--- config.mk ---
export PLATFORM = sky130hd
export DESIGN_NAME = uart_receiver
export DESIGN_NICKNAME = d
export VERILOG_FILES = /design/src/rtl/uart_receiver.sv
export SDC_FILE = /design/constraint.sdc
export NUM_CORES = 1
export LEC_CHECK = 0
export CELL_PAD_IN_SITES_DETAIL_PLACEMENT = 1
export CELL_PAD_IN_SITES_GLOBAL_PLACEMENT = 2
export CORE_MARGIN = 3
export CORE_UTILIZATION = 33
export DETAILED_ROUTE_END_ITERATION = 10
export PLACE_DENSITY = 0.79
export RECOVER_POWER = 50
export SYNTH_ARGS = -nofsm -noshare
export SYNTH_HDL_FRONTEND = slang
export SYNTH_SLANG_ARGS = --single-unit
--- constraint.sdc ---
create_clock -name clk -period 1.6 [get_ports clk]
set_input_delay 0.16 -clock clk [delete_from_list [all_inputs] [get_ports clk]]
set_output_delay 0.16 -clock clk [all_outputs]
set_load 0.01 [all_outputs]
--- src/rtl/uart_receiver.sv ---
// UART receive stage: 8N1, LSB-first, OVERSAMPLE clocks per bit, with valid/ack handshake.
// Optional UART_RX_MAJORITY_EN: 2-of-3 majority vote around each mid-bit sample point.
module uart_receiver #(
  parameter int OVERSAMPLE = 16,
  parameter int DATA_BITS  = 8
) (
  input  logic                 clk,
  input  logic                 rst,
  input  logic                 rx_in,
  input  logic                 rx_ack,
  output logic [DATA_BITS-1:0] rx_data,
  output logic                 rx_valid,
  output logic                 frame_err,
  output logic                 overrun,
  output logic                 busy
);

  localparam int CW = $clog2(OVERSAMPLE);
  localparam int IW = $clog2(DATA_BITS + 1);
`ifdef UART_RX_MAJORITY_EN
  localparam logic [CW-1:0] SAMPLE_PT = CW'(OVERSAMPLE / 2);
`else
  localparam logic [CW-1:0] SAMPLE_PT = CW'(OVERSAMPLE / 2 - 1);
`endif
  localparam logic [CW-1:0] LAST_CNT = CW'(OVERSAMPLE - 1);
  localparam logic [IW-1:0] LAST_IDX = IW'(DATA_BITS - 1);

  typedef enum logic [2:0] {
    ST_IDLE,
    ST_START,
    ST_DATA,
    ST_STOP,
    ST_BREAK
  } state_t;

  state_t               r_state;
  state_t               w_next;
  logic                 r_sync1;
  logic                 r_rxs;
  logic [CW-1:0]        r_cnt;
  logic [IW-1:0]        r_idx;
  logic [DATA_BITS-1:0] r_shift;
  logic                 w_tick;
  logic                 w_sample;
  logic                 w_shift_en;
  logic                 w_load;
  logic                 w_ferr;
  logic                 w_clr_idx;

  assign w_tick = (r_cnt == SAMPLE_PT);
  assign busy   = (r_state != ST_IDLE);

`ifdef UART_RX_MAJORITY_EN
  // Holds rxs from the two clocks before the decision point; current rxs is the third vote.
  logic [1:0] r_maj;

  always_ff @(posedge clk) begin
    if (r_cnt == SAMPLE_PT - CW'(2) || r_cnt == SAMPLE_PT - CW'(1))
      r_maj <= {r_maj[0], r_rxs};
  end

  assign w_sample = (r_maj[1] & r_maj[0]) | (r_rxs & (r_maj[1] | r_maj[0]));
`else
  assign w_sample = r_rxs;
`endif

  always_comb begin
    w_next     = r_state;
    w_shift_en = 1'b0;
    w_load     = 1'b0;
    w_ferr     = 1'b0;
    w_clr_idx  = 1'b0;
    case (r_state)
      ST_IDLE: begin
        if (!r_rxs) w_next = ST_START;
      end
      ST_START: begin
        if (w_tick) begin
          w_clr_idx = 1'b1;
          w_next    = w_sample ? ST_IDLE : ST_DATA;
        end
      end
      ST_DATA: begin
        if (w_tick) begin
          w_shift_en = 1'b1;
          if (r_idx == LAST_IDX) w_next = ST_STOP;
        end
      end
      ST_STOP: begin
        if (w_tick) begin
          if (w_sample) begin
            w_load = 1'b1;
            w_next = ST_IDLE;
          end else begin
            w_ferr = 1'b1;
            w_next = ST_BREAK;
          end
        end
      end
      ST_BREAK: begin
        if (r_rxs) w_next = ST_IDLE;
      end
      default: w_next = ST_IDLE;
    endcase
  end

  always_ff @(posedge clk) begin
    if (!rst) begin
      r_sync1   <= 1'b1;
      r_rxs     <= 1'b1;
      r_state   <= ST_IDLE;
      r_cnt     <= '0;
      r_idx     <= '0;
      r_shift   <= '0;
      rx_data   <= '0;
      rx_valid  <= 1'b0;
      frame_err <= 1'b0;
      overrun   <= 1'b0;
    end else begin
      r_sync1 <= rx_in;
      r_rxs   <= r_sync1;
      r_state <= w_next;
      // The clock that first sees low rxs counts as cnt = 0.
      if (r_state == ST_IDLE)
        r_cnt <= r_rxs ? '0 : CW'(1);
      else if (r_state == ST_BREAK)
        r_cnt <= '0;
      else
        r_cnt <= (r_cnt == LAST_CNT) ? '0 : r_cnt + CW'(1);
      if (w_clr_idx)
        r_idx <= '0;
      else if (w_shift_en)
        r_idx <= r_idx + IW'(1);
      if (w_shift_en)
        r_shift <= {w_sample, r_shift[DATA_BITS-1:1]};
      frame_err <= w_ferr;
      if (w_load) begin
        rx_data  <= r_shift;
        rx_valid <= 1'b1;
        overrun  <= rx_valid & ~rx_ack;
      end else if (rx_ack) begin
        rx_valid <= 1'b0;
        overrun  <= 1'b0;
      end
    end
  end

endmodule
# ---- Word-level counts from Yosys, hierarchy flattened
# Index checks and enable logic that the tools add are counted.
dict set report op_classes {
  n_eq_ne 13
  bitwise 3
  muxes 23
  addsub 2
  n_reduce_logical 6
}
# op count
set op_table {}
lappend op_table {{$mux 3} 7}
lappend op_table {{$pmux 3 s5} 1}
lappend op_table {{$mux 4} 3}
lappend op_table {{$ne 2x2->1 const B} 6}
lappend op_table {{$mux 1} 11}
lappend op_table {{$add 4x1->4 const B} 2}
lappend op_table {{$eq 4x3->1 const B} 2}
lappend op_table {{$eq 3x2->1 const B} 2}
lappend op_table {{$reduce_and 6->1} 1}
lappend op_table {{$eq 4x4->1 const B} 1}
lappend op_table {{$eq 3x1->1 const B} 1}
lappend op_table {{$eq 3x3->1 const B} 1}
lappend op_table {{$logic_not 3->1} 1}
lappend op_table {{$reduce_and 3->1} 1}
lappend op_table {{$reduce_bool 3->1} 1}
lappend op_table {{$mux 2} 1}
lappend op_table {{$not 1->1} 2}
lappend op_table {{$reduce_bool 2->1} 1}
lappend op_table {{$reduce_or 2->1} 1}
lappend op_table {{$and 1x1->1} 1}
dict set report word_totals {
  word_cells 57
  out_inout_bits 12
  input_bits 4
  ff_bits 32
}

# ---- Logic depth before layout (Yosys ltp)
dict set report logic_depth {
  ltp_word 4
  depth_mapped 5
  ltp_nobuf 4
}

# ---- Worst setup path before layout
# No wires, ideal clock.
dict set report synth_timing {
  path_type {flip-flop to flip-flop}
  startpoint {register r_cnt[0]}
  endpoint {register r_idx[3]}
  period_less_slack_ns 1.384
  path_buffers 0
  slack_ns 0.216
  required_ns 1.530
  arrival_time_ns 1.314
  setup_ns 0.070
  path_stages_with_launch 5
  cell_sequence {dfxtp_1 > ha_1 > nand4b_2 > or4_1 > a21oi_1}
}
dict set report synth_between {
  elab_chain_cells 4
  elab_cells_between_ends 5
  classes_between {1 x eq/ne; 3 x mux; 1 x reduce/logical}
}
# element line_no
set synth_lines {}
lappend synth_lines {{from (decl)} 40} ;# logic [CW-1:0] r_cnt;
lappend synth_lines {{from (signal assigned)} 125} ;# r_cnt <= r_rxs ? '0 : CW'(1);
lappend synth_lines {{from (signal assigned)} 129} ;# r_cnt <= (r_cnt == LAST_CNT) ? '0 : r_cnt + CW'(1);
lappend synth_lines {{$eq 4x3->1 (*)} 50} ;# assign w_tick = (r_cnt == SAMPLE_PT);
lappend synth_lines {{$mux 1 (*)} {78, 84}}
lappend synth_lines {{$mux 1} 73} ;# case (r_state)
lappend synth_lines {{$reduce_or 2->1 (no source line)} -}
lappend synth_lines {{to (signal assigned)} 133} ;# r_idx <= r_idx + IW'(1);
lappend synth_lines {{to (decl)} 41} ;# logic [IW-1:0] r_idx;
# Mark *: on every way between the ends. The rest lies on a longest branch, timed or not.
# A chain may end at the register's enable or synchronous reset.

# ---- Final worst setup path
dict set report layout_timing {
  startpoint {register r_cnt[0]}
  endpoint {register r_shift[5]}
}
dict set report layout_between {
  elab_chain_cells 3
}
# element line_no
set layout_lines {}
lappend layout_lines {{$eq 4x3->1} 50}
lappend layout_lines {{$mux 1} 84} ;# if (w_tick) begin
lappend layout_lines {{$mux 1} 73}
lappend layout_lines {{to (signal assigned)} 135} ;# r_shift <= {w_sample, r_shift[DATA_BITS-1:1]};
lappend layout_lines {{to (decl)} 42} ;# logic [DATA_BITS-1:0] r_shift;
# No other way between the ends.

==> impl_metrics.json <==
{
  "status": "finished clean",
  "syn-num-nets": 153,
  "ir_drop_v": 0.0004538,
  "track_usage": 0.1379,
  "final_common_cell": "dfxtp_1",
  "die_h_microns": 69.46,
  "setup_viol": 0,
  "fillCellCount": 451,
  "cp_top_family": "flip-flops",
  "crit_type": "reg2reg",
  "die_x_microns": 69.46,
  "rsz0062_at_grt": "false",
  "grt_pass1_vias": 1159,
  "remaining_drc_errors": 0,
  "htreeDepth": 2,
  "grt_overflow": 0,
  "num_rows": 22,
  "synth_area_leaders": "dfxtp_1 (48%), mux2i_1 (6.8%), nand2_1 (5.4%), nand3_1 (5.3%), o21ai_0 (4.5%)",
  "cts_sinks": 32,
  "initial_core_util": 0.3524,
  "insertion_delay_ns": 0.27,
  "vias": 1106,
  "drive_gt1_frac": 0.1176,
  "seq_area_frac_synth": 0.4821,
  "area_delta_synth_final_pct": 26.18,
  "ant_nets": 0,
  "p_per_area_nw_per_um2": 893.1,
  "dr.pass1.iters": 3,
  "cp.required_ns": 1.79,
  "fmaxAchievable_mhz": 664.4,
  "worst_pin_slew_ns": 0.4988,
  "synth_area_per_cell_sq_um": 9.039,
  "cts_buffer_depth": 2,
  "critPathCaptureType": "register",
  "gp_congestion": 0.7754,
  "hp-start": "r_sync1",
  "grt_start_max_net_pins": 28,
  "crit_slowest_cell": "dfxtp_1",
  "relSlewSlack": 0.6675,
  "path_clk_slew_ns": 0.06,
  "diodes": 0,
  "finalClockSkew_ns": 0.002507,
  "netlist_instances": 147,
  "cp-start-kind": "register",
  "multi_input_area_sq_um": 656.9,
  "place.port_buffers": 15,
  "dp_hpwl_mm": 2.180,
  "post_cts_buffers": 0,
  "fin_hold_ws_ns": 0.4171,
  "synth-seq-cells": 32,
  "seqCellArea_sq_um": 641.9,
  "final.min_clock_period_ns": 1.505,
  "pin_count": 16,
  "finalHoldViolations": 0,
  "layout_common_cells": "dfxtp_1 (31), nand2_1 (19), nand3_1 (14), o21ai_0 (12), dlygate4sd3_1 (12)",
  "stdcell_area_sq_um": 1677,
  "wl_per_cell_microns": 13.98,
  "core_area_sq_um": 3771,
  "dpl-instance-area_sq_um": 1577,
  "fin_nets": 175,
  "die_area_sq_um": 4824,
  "r2r_setup_slack_ns": 0.09,
  "synth.top_cell.area_share": 0.4821,
  "grt_pass1_wl_mm": 5.340,
  "worstSetupPathDepth": 5,
  "cts_made_buffers": 5,
  "startpoint": "r_cnt[0]",
  "antenna_found_initial": 0,
  "arrival_ns": 1.69,
  "drt_wl_total_mm": 3.047,
  "drv_cap": 0,
  "utilization": 0.4446,
  "hp-class": "reg2reg",
  "ys_types": 29,
  "crit_fanout": 10,
  "yosysWarnings": 0,
  "reg2reg_to": "r_shift[5]",
  "vias_per_cell": 5.073,
  "power.leakage_nw": 0.6115,
  "max_stage_delay_ns": 0.37,
  "cts_tree": "done",
  "setup.worst_path.end": "r_shift[5]",
  "drv_slew": 0,
  "clockRootBuffer": "clkbuf_8",
  "r2r_start": "r_cnt[0]",
  "crit_buf_inv": 1,
  "synth.largest_area_cell": "dfxtp_1",
  "r2r_cells": 5,
  "path_cells": "ha_2 -> and4b_1 -> clkbuf_2 -> nand3_1 -> a21boi_0",
  "synthesis.area_sq_um": 1329,
  "detailedRoute.firstIterationViolations": 44,
  "post-route-period-util": 0.9407
}
==> repair_timing <==
item | 4_1_cts | 5_1_grt
endpoints found under the setup margin | 5 | 15
cloned | 0 | 0
resized for setup | 2 | 3
hold buffers | 0 | 0
==> area by class of cell <==
| class | instances | area share |
|---|---|---|
| inverters | 3 | 0.006716 |
| clock buffers | 8 | 0.05373 |
| multi-input cells | 104 | 0.3918 |
| well taps | 48 | 0.03582 |
| flip-flops and latches | 32 | 0.3828 |
| repair buffers | 23 | 0.1291 |
==> stage by stage <==
stage	total power (W)	std cells	setup WS, ns	setup TNS (ns)
finish	0.001497	218	0.09486	0
global route	0.001582	218	0.009583	0
CTS	0.001524	218	0.02858	0
detailed placement	0.0008906	210	-0.004490	-0.009471
global placement	0.0008883	210	0.05552	0
floorplan	0.0008615	147	0.2157	0
==> cells in the mapped netlist <==
| cell | count |
|---|---|
| o22ai_1 | 1 |
| nand2b_1 | 5 |
| nor2b_1 | 2 |
| or3_1 | 2 |
| buf_2 | 1 |
| mux2i_1 | 9 |
| inv_1 | 3 |
| xnor2_1 | 1 |
| o31a_1 | 1 |
| nand3b_1 | 4 |
| dfxtp_1 | 32 |
| nand2_1 | 19 |
| a21oi_1 | 6 |
| clkbuf_1 | 6 |
| a21boi_0 | 8 |
| buf_4 | 1 |
| xor2_1 | 1 |
| and4b_1 | 1 |
| or2_4 | 1 |
| nand4b_2 | 1 |
| nand3_1 | 14 |
| or4_1 | 3 |
| o41ai_1 | 1 |
| ha_1 | 2 |
| o21a_1 | 1 |
| nor2_1 | 6 |
| and3_1 | 1 |
| o31ai_1 | 2 |
| o21ai_0 | 12 |
==> state kept, by name (all words and copies together) (netlist names) <==
signal,count
r_shift,8
rx_valid,1
frame_err,1
r_sync1,1
r_state,3
r_idx,4
rx_data,8
overrun,1
r_rxs,1
r_cnt,4
==> per-layer routing <==
| metal | vias up | wire length, microns | GRT usage |
|---|---|---|---|
| li1 | 559 | - | - |
| met2 | 14 | 1466 | 0.2352 |
| met1 | 528 | 1434 | 0.1613 |
| met4 | 0 | 47 | 0.06508 |
| met3 | 5 | 99 | 0.03333 |
| met5 | - | 0 | 0 |
==> worst reg2reg max path, delay by kind of cell (launching register included) <==
kind | cells | cell delay, ns
DFF | 1 | 0.37
and+or+nand+nor | 2 | 0.34
adders and majority gates | 1 | 0.25
buffers and inverters | 1 | 0.25
AOI/OAI and AO/OA | 1 | 0.21
==> kinds of logic after synthesis <==
family          Yosys count  synth area share
simple gates             59            0.2354
fa+ha+maj                 2           0.01883
mux                       9           0.06780
xor+xnor                  2           0.01319
compound gates           32            0.1478
buf+inv                  11           0.03484
flops                    32            0.4821
==> how the worst min path moves through the flow <==
stage	to	slack (ns)	cells after the start
after floorplan	r_sync1	0.26	1
after global placement	r_rxs	0.40	1
after detailed placement	r_rxs	0.40	1
after CTS	r_rxs	0.42	1
after global routing	r_sync1	0.44	2
final	r_rxs	0.42	1
==> where the power goes <==
part	switching (W)	total [W]	internal (W)	leakage, nW
clock	0.000275	0.000626	0.000350	0.0455
sequential	0.00000545	0.000808	0.000802	0.259
combinational	0.0000371	0.0000640	0.0000269	0.307
Power figures use the tool's default switching activity.
